===== config.mk =====
export PLATFORM = sky130hd
export DESIGN_NAME = fb_addr_pipe_flat
export DESIGN_NICKNAME = d
export VERILOG_FILES = /design/src/rtl/fb_addr_if.sv /design/src/rtl/fb_addr_pipe.sv /design/src/flat_wrapper.sv
export SDC_FILE = /design/constraint.sdc
export NUM_CORES = 1
export LEC_CHECK = 0
export ABC_CLOCK_PERIOD_IN_PS = 6300
export CORE_UTILIZATION = 32
export CTS_CLUSTER_DIAMETER = 60
export DETAILED_ROUTE_END_ITERATION = 16
export MAX_ROUTING_LAYER = met4
export SLEW_MARGIN = 40
export SYNTH_ARGS = -nofsm -noshare
export SYNTH_HDL_FRONTEND = slang
export SYNTH_SLANG_ARGS = --single-unit

===== constraint.sdc =====
create_clock -name clk -period 6.3 [get_ports clk]
set_input_delay 0.63 -clock clk [delete_from_list [all_inputs] [get_ports clk]]
set_output_delay 0.63 -clock clk [all_outputs]
set_load 0.02 [all_outputs]

===== src/rtl/fb_addr_if.sv =====
// fb_addr_if: request/response handshake bundle between a pixel producer and fb_addr_pipe.
interface fb_addr_if #(
    parameter int FB_WIDTH  = 640,
    parameter int FB_HEIGHT = 480,
    parameter int ADDR_BITS = 20
);
    localparam int FB_X_BITS = $clog2(FB_WIDTH);
    localparam int FB_Y_BITS = $clog2(FB_HEIGHT);
    logic                 in_valid;
    logic                 in_ready;
    logic [FB_X_BITS-1:0] in_x;
    logic [FB_Y_BITS-1:0] in_y;
    logic [ADDR_BITS-1:0] in_base;
    logic                 out_valid;
    logic                 out_ready;
    logic [ADDR_BITS-1:0] out_addr;
    logic                 out_oob;
    modport master (
        output in_valid, in_x, in_y, in_base, out_ready,
        input  in_ready, out_valid, out_addr, out_oob
    );
    modport slave (
        input  in_valid, in_x, in_y, in_base, out_ready,
        output in_ready, out_valid, out_addr, out_oob
    );
endinterface


===== src/rtl/fb_addr_pipe.sv =====
// fb_addr_pipe: two-stage pipelined framebuffer address generator, addr = base + y*FB_WIDTH + x.
// Define FB_ADDR_PIPE_CLIP_EN to drop out-of-bounds requests at S1 instead of flagging them.
module fb_addr_pipe #(
    parameter int FB_WIDTH  = 640,
    parameter int FB_HEIGHT = 480,
    parameter int ADDR_BITS = 20
) (
    input logic      clk,
    input logic      reset,
    fb_addr_if.slave bus
);
    localparam int XB = $clog2(FB_WIDTH);
    localparam int YB = $clog2(FB_HEIGHT);
    localparam int PB = YB + $clog2(FB_WIDTH + 1);
    localparam logic [XB:0]   X_LIM = FB_WIDTH[XB:0];
    localparam logic [YB:0]   Y_LIM = FB_HEIGHT[YB:0];
    localparam logic [PB-1:0] W_MUL = PB'(FB_WIDTH);

    logic                 advance;
    logic                 in_oob;
    logic                 s1_valid;
    logic [PB-1:0]        s1_prod;
    logic [XB-1:0]        s1_x;
    logic [ADDR_BITS-1:0] s1_base;
    logic [ADDR_BITS-1:0] sum;

    assign advance      = !bus.out_valid || bus.out_ready;
    assign bus.in_ready = advance;
    assign in_oob       = ({1'b0, bus.in_x} >= X_LIM) || ({1'b0, bus.in_y} >= Y_LIM);
    assign sum          = s1_base + ADDR_BITS'(s1_prod) + ADDR_BITS'(s1_x);

`ifdef FB_ADDR_PIPE_CLIP_EN
    assign bus.out_oob = 1'b0;

    always_ff @(posedge clk) begin
        if (reset) begin
            s1_valid      <= 1'b0;
            bus.out_valid <= 1'b0;
            bus.out_addr  <= '0;
        end else if (advance) begin
            s1_valid      <= bus.in_valid && !in_oob;
            s1_prod       <= PB'(bus.in_y) * W_MUL;
            s1_x          <= bus.in_x;
            s1_base       <= bus.in_base;
            bus.out_valid <= s1_valid;
            bus.out_addr  <= sum;
        end
    end
`else
    logic s1_oob;

    always_ff @(posedge clk) begin
        if (reset) begin
            s1_valid      <= 1'b0;
            bus.out_valid <= 1'b0;
            bus.out_addr  <= '0;
            bus.out_oob   <= 1'b0;
        end else if (advance) begin
            s1_valid      <= bus.in_valid;
            s1_prod       <= PB'(bus.in_y) * W_MUL;
            s1_x          <= bus.in_x;
            s1_base       <= bus.in_base;
            s1_oob        <= in_oob;
            bus.out_valid <= s1_valid;
            bus.out_addr  <= sum;
            bus.out_oob   <= s1_oob;
        end
    end
`endif
endmodule


===== src/flat_wrapper.sv =====
// flat-port wrapper written by rule: the top's interface ports become plain ports
module fb_addr_pipe_flat 
#(
    parameter int FB_WIDTH  = 640,
    parameter int FB_HEIGHT = 480,
    parameter int ADDR_BITS = 20
)
  (clk, reset, bus_in_valid, bus_in_x, bus_in_y, bus_in_base, bus_out_ready, bus_in_ready, bus_out_valid, bus_out_addr, bus_out_oob);
  fb_addr_if #(.FB_WIDTH(FB_WIDTH), .FB_HEIGHT(FB_HEIGHT), .ADDR_BITS(ADDR_BITS)) bus_i ();
  input logic clk;
  input logic reset;
  input wire logic [$bits(bus_i.in_valid)-1:0] bus_in_valid;
  input wire logic [$bits(bus_i.in_x)-1:0] bus_in_x;
  input wire logic [$bits(bus_i.in_y)-1:0] bus_in_y;
  input wire logic [$bits(bus_i.in_base)-1:0] bus_in_base;
  input wire logic [$bits(bus_i.out_ready)-1:0] bus_out_ready;
  output wire logic [$bits(bus_i.in_ready)-1:0] bus_in_ready;
  output wire logic [$bits(bus_i.out_valid)-1:0] bus_out_valid;
  output wire logic [$bits(bus_i.out_addr)-1:0] bus_out_addr;
  output wire logic [$bits(bus_i.out_oob)-1:0] bus_out_oob;
  assign bus_i.in_valid = bus_in_valid;
  assign bus_i.in_x = bus_in_x;
  assign bus_i.in_y = bus_in_y;
  assign bus_i.in_base = bus_in_base;
  assign bus_i.out_ready = bus_out_ready;
  assign bus_in_ready = bus_i.in_ready;
  assign bus_out_valid = bus_i.out_valid;
  assign bus_out_addr = bus_i.out_addr;
  assign bus_out_oob = bus_i.out_oob;
  fb_addr_pipe #(.FB_WIDTH(FB_WIDTH), .FB_HEIGHT(FB_HEIGHT), .ADDR_BITS(ADDR_BITS)) u_core (.clk(clk), .reset(reset), .bus(bus_i));
endmodule

==> impl_metrics.toml, run 1 <==
[run_status]
status = "finished, final reports clean"

[drt]
ant_nets = 0
routed_wirelength_microns = 7410
wl_per_cell_microns = 14.0
drt_iter0_markers = 145
vias = 2609
drc = 0
via_per_inst = 4.93
drt_pass1_iterations = 4

[yosys]
ys_types = 50
async_flop_share = 0
yosys.area_share.simple = 0.0908
netlist_instances = 317
synth_compound_area_frac = 0.177
synth_xor_area_frac = 0.0337
synth-adder-area-share = 0.193
syn_avg_cell_area_sq_um = 11.5
synthMuxAreaShare = 0
synth_nets = 413
synth_edf_count = 43
syn_area_sq_um = 3640
synth_flop_cell = "edfxtp_1"
yosysWarnings = 0
synth_top_family_by_area = "adder cells"
ys_ff_latch = 66
ys_seq_area_frac = 0.481

[pwr]
power_uw = 1440
power_density_nw_per_um2 = 304
p_leak_uw = 0.00193
ir_drop_mv = 0.105

[critical_path]
path_max_fanout = 25
cp_slowest_cell = "clkdlybuf4s50_1"
cpMostUsedCell = "clkdlybuf4s50_1"
crit-reg2reg-launch = "u_core.s1_base[1]"
crit_required_ns = 5.67
worstSetupPathType = "in2out"
end_kind = "primary output"
crit_start = "bus_out_ready"
path_cells = "clkdlybuf4s50_1, nor2b_4, inv_1, clkdlybuf4s50_1"
cp-start-kind = "input port"
cp.arrival_ns = 2.75
crit_path_max_incr_delay_ns = 0.67

[sta]
fin_crit_ns = 3.38
rsz0062_at_grt = "false"
setup_viol = 0
period_share = 0.537
setup_tns_ns = 0
final_hold_viol_count = 0
hold_ws_ns = 0.454
setup_slack_ns = 2.92
slew_violations = 0
worst_pin_slew_ns = 0.716
skew_ns = 0.0104
fmax_mhz = 296
relSlewSlack = 0.522

[placed_design]
dp_hpwl_microns = 5510
preCtsSetupSlack_ns = 2.84
dp_cells = 513
portBuffers = 65
gp_routability_congestion = 0.772

[die]
core-area_sq_um = 10900
start_util = 0.333
row_count = 38
ios = 66
die_height_microns = 109
die_x_microns = 109
design.die.area_sq_um = 11800

[finish]
regArea_sq_um = 1750
final_net_count = 480
antenna_cells = 0
n_fill_cell = 1050
stdcell_count = 529
syn_to_final_growth_pct = 29.8
multi_input_area_sq_um = 1810
drive_gt1_frac = 0.0514

[grt]
grt_pass1_wl_microns = 12200
grt_pass1_vias = 2566
grt_max_degree = 46
grt_usage = 0.141
grt_overflow = 0
antenna_found_initial = 0

[cts]
clock_sinks = 66
path_clk_slew_ns = 0.05
h-tree-depth = 3
holdBufCountCts = 0
post-cts-setup-buffers = 0
clk_latency_ns = 0.32
numCtsBuffers = 9
tritoncts = "done"
clockBufferDepth = 2
cts_root_buf = "clkbuf_16"
cts_resized = 0

[hold_path]
hp-class = "reg2reg"
hold_start = "u_core.bus.out_addr[10]"

[job]
cap_violations = 0
## path summary, 6_finish.rpt
path                            slack, ns  depth (start not counted)                       to
worst min register to register       0.45                          2  u_core.bus.out_addr[10]
worst max register to register       3.57                         10  u_core.bus.out_addr[11]
worst max-delay path                 2.92                          4             bus_in_ready
worst min-delay path                 0.45                          2  u_core.bus.out_addr[10]
## synthesized netlist by cell type (all sizes together) (2+ instances only)
master / count / area [sq um]
ha: 48 / 601
edfxtp: 43 / 1290
nand2: 26 / 97.6
a21oi: 24 / 120
dfxtp: 23 / 460
nor2: 19 / 71.3
inv: 13 / 48.8
a21o: 12 / 90.1
o21ai: 11 / 58.8
xnor2: 9 / 78.8
a211oi: 8 / 72.6
buf: 5 / 20.0
clkbuf: 5 / 18.8
fa: 5 / 100
nor3: 5 / 25.0
o211ai: 5 / 37.5
o21a: 5 / 37.5
xor2: 5 / 43.8
and3: 4 / 25.0
nor2b: 4 / 25.0
a31oi: 3 / 18.8
nand3: 3 / 15.0
o21bai: 3 / 22.5
a211o: 2 / 17.5
a31o: 2 / 17.5
and2: 2 / 12.5
o2111ai: 2 / 17.5
o31a: 2 / 17.5
o31ai: 2 / 15.0
o41ai: 2 / 25.0
or3: 2 / 12.5
## worst max-delay path: cells and delay by family
family | cells | cell delay [ns]
buffers and inverters | 3 | 1.62
AND/OR/NAND/NOR | 1 | 0.49
## routing by layer
layer  wire, microns  vias up  track usage
li1                -     1324            -
met4             144        0       0.0531
met5               0        -            -
met2            3360       58        0.218
met1            3580     1214        0.177
met3             329       13       0.0371
## layout make-up
class	count	share of cell area
Multi-Input combinational cell	228	0.384
Timing Repair Buffer	66	0.138
Sequential cell	66	0.371
Clock buffer	12	0.0501
Tap cell	140	0.0371
Clock inverter	4	0.00901
Inverter	13	0.0103
## layout by cell type, fill, tap and decap left out, types with 3 or more instances in the layout
master           netlist  final
fa_1                   5      5
o21ai_1                3      3
a211oi_1               7      7
clkbuf_1               5      3
a21o_1                12     12
xor2_1                 5      5
o21a_1                 5      5
clkbuf_16              0      9
nand2_1               26     26
clkdlybuf4s50_1        0     64
dfxtp_1               23     23
inv_1                 13     13
xnor2_1                9      9
nor2_1                19     18
o211ai_1               5      5
o21bai_1               3      3
edfxtp_1              43     43
a21oi_1               24     24
nor2b_1                4      3
ha_1                  48     48
and3_1                 4      4
nand3_1                3      3
a31oi_1                3      3
nor3_1                 5      5
o21ai_0                7      7
## registers in the layout (all words and copies together), names as in the netlist
register              cells
u_core.bus.out_valid      1
u_core.s1_oob             1
u_core.s1_x              10
u_core.s1_valid           1
u_core.s1_prod           12
u_core.bus.out_addr      20
u_core.s1_base           20
u_core.bus.out_oob        1
## cell families after synthesis
logic type      Yosys count
compound gates           90
xor+xnor                 14
fa+ha+maj                53
buf+inv                  23
flops                    66
simple gates             71
## stage by stage
| step | utilization | instance area, sq um |
|---|---|---|
| after detailed placement | 0.406 | 4440 |
| after global routing | 0.432 | 4720 |
| after global placement | 0.406 | 4440 |
| after CTS | 0.432 | 4720 |
| final | 0.432 | 4720 |
| after floorplan | - | 3640 |
## power breakdown
| part | internal, uW | total, uW | switching (uW) |
|---|---|---|---|
| Sequential | 519 | 546 | 26.1 |
| Combinational | 201 | 418 | 217 |
| Clock | 303 | 472 | 169 |
| Total | 1020 | 1440 | 412 |
Note: power is estimated with default switching activity, not from simulation.
==> run 2: changes to the inputs <==
--- a/config.mk
+++ b/config.mk
@@ -5,7 +5,7 @@
 export SDC_FILE = /design/constraint.sdc
 export NUM_CORES = 1
 export LEC_CHECK = 0
-export ABC_CLOCK_PERIOD_IN_PS = 6300
+export ABC_CLOCK_PERIOD_IN_PS = 2900
 export CORE_UTILIZATION = 32
 export CTS_CLUSTER_DIAMETER = 60
 export DETAILED_ROUTE_END_ITERATION = 16
==> constraint.sdc (replaced) <==
create_clock -name clk -period 2.9 [get_ports clk]
set_input_delay 0.29 -clock clk [delete_from_list [all_inputs] [get_ports clk]]
set_output_delay 0.29 -clock clk [all_outputs]
set_load 0.02 [all_outputs]
==> run 2 against run 1 <==
Net effect: register-to-register slack got worse by 3.3 ns; die area unchanged; first-iteration DRC count decreased by 19%; combinational power rose by 120%; final cell count up 1.1%; clock-buffer cell count shrank 3; core utilization rose by 0.80 points; sequential share of layout area down 0.68 points; clock skew decreased by 0.0061 ns; via count grew 1.5%; total power is 120% higher.
==> impl_metrics.toml, run 2 (synthesis results as in run 1) <==
[placed_design]
gp_routability_congestion = 0.787
preCtsSetupSlack_ns = -0.00630
portBuffers = 65
placed_area_sq_um = 4500
dp_cells = 519
dp_hpwl_microns = 5740

[critical_path]
end_kind = "flop"
cp-start-kind = "flop"
path_max_fanout = 5
path_cells = "fa_1, ha_1, a21o_1, a21o_1, a41o_4, a32o_1, o21a_1, o211ai_1"
worstSetupPathType = "reg2reg"
crit_required_ns = 3.14
cp_slowest_cell = "fa_1"
cpMostUsedCell = "a21o_1"
crit_family = "compound AO/OA/AOI/OAI gates"
cp.arrival_ns = 2.90
critPathBufInv = 0
crit_path_max_incr_delay_ns = 0.49

[finish]
layout_commonest_cell = "clkdlybuf4s50_1"
stdcell_count = 535
antenna_cells = 0
final_net_count = 486
syn_to_final_growth_pct = 32.2
drive_gt1_frac = 0.0684
fin_area_sq_um = 4810
final_cell_mix = "clkdlybuf4s50_1, ha_1, edfxtp_1, nand2_1, a21oi_1"
n_fill_cell = 1042
reg.largest.list = "u_core.bus.out_addr (20), u_core.s1_base (20), u_core.s1_prod (12)"

[grt]
grt_pass1_wl_microns = 12300
grt_max_degree = 25
grt_pass1_vias = 2696
grt_usage = 0.141
antenna_found_initial = 0
grt_overflow = 0

[die]
row_count = 38
design.die.area_sq_um = 11800
die_height_microns = 109
core-area_sq_um = 10900
ios = 66
die_x_microns = 109
start_util = 0.333

[pwr]
power_uw = 3210
combPwrFrac = 0.285
p_switching_uw = 900
share_clk_of_total_power = 0.348
ir_drop_mv = 0.306
p_int_uw = 2310
seq_power_share = 0.366
power_density_nw_per_um2 = 668
switching_share = 0.280
p_leak_uw = 0.00197

[sta]
relSlewSlack = 0.673
final_hold_viol_count = 0
rsz0062_at_grt = "false"
setup_viol = 0
period_share = 0.918
slew_violations = 0
fin_crit_ns = 2.66
fmax_mhz = 376
skew_ns = 0.00429
worst_pin_slew_ns = 0.486
hold_ws_ns = 0.453
setup_slack_ns = 0.238

[cts]
post-cts-setup-buffers = 0
holdBufCountCts = 0
clockBufferDepth = 2
path_clk_slew_ns = 0.05
clk_latency_ns = 0.32
cts_resized = 0
numCtsBuffers = 9
clock_sinks = 66
cts_root_buf = "clkbuf_16"
tritoncts = "done"
h-tree-depth = 3

[drt]
dr.max_layer_used = "met4"
drt_pass1_iterations = 4
via_per_inst = 4.95
wl_per_cell_microns = 13.9
wl_met3_microns = 283
wl_met2_microns = 3440
drc = 0
routed_wirelength_microns = 7420
drt_iter0_markers = 118
wl_met1_microns = 3560
ant_nets = 0
vias = 2647

[job]
cap_violations = 0

[run_status]
status = "finished, final reports clean"

[hold_path]
hp-class = "reg2reg"
run 2: final timing paths:
kind	startpoint	cells after the start	slack, ns	endpoint
setup reg to reg	u_core.s1_base[8]	8	0.24	u_core.bus.out_addr[16]
hold reg to reg	u_core.bus.out_addr[10]	2	0.45	u_core.bus.out_addr[10]
setup / recovery	u_core.s1_base[8]	8	0.24	u_core.bus.out_addr[16]
hold / removal	u_core.bus.out_addr[10]	2	0.45	u_core.bus.out_addr[10]
run 2: worst reg2reg max path, delay by kind of cell (launching register included):
family | cells | cell delay (ns)
flops | 1 | 0.39
compound gates | 6 | 1.33
fa+ha+maj | 2 | 0.86
run 2: layout make-up:
class,instances,area [sq um],area share
clock buffer,9,225,0.0468
inverter,13,48.8,0.0101
clock inverter,7,83.8,0.0174
timing repair buffer,72,716,0.149
multi-input combinational,228,1810,0.376
tap,140,175,0.0364
sequential,66,1750,0.364
run 2: metrics by stage:
step / TNS [ns] / util
after floorplan: 0 / -
after global placement: 0 / 0.412
after detailed placement: -0.00630 / 0.412
after CTS: 0 / 0.440
after global routing: 0 / 0.440
final: 0 / 0.440
run 2: power by group through the flow:
stage | Clock, uW | Sequential [uW] | Combinational (uW)
2_1_floorplan | 0 | 1270 | 521
3_3_place_gp | 0 | 1200 | 906
3_5_place_dp | 0 | 1200 | 916
4_1_cts | 1150 | 1180 | 924
5_1_grt | 1190 | 1190 | 1020
6_report | 1120 | 1180 | 917
run 2: layer usage:
layer	up-vias	track usage
met3	12	0.0329
met1	1224	0.169
met4	0	0.0598
met5	-	-
met2	65	0.227
li1	1346	-
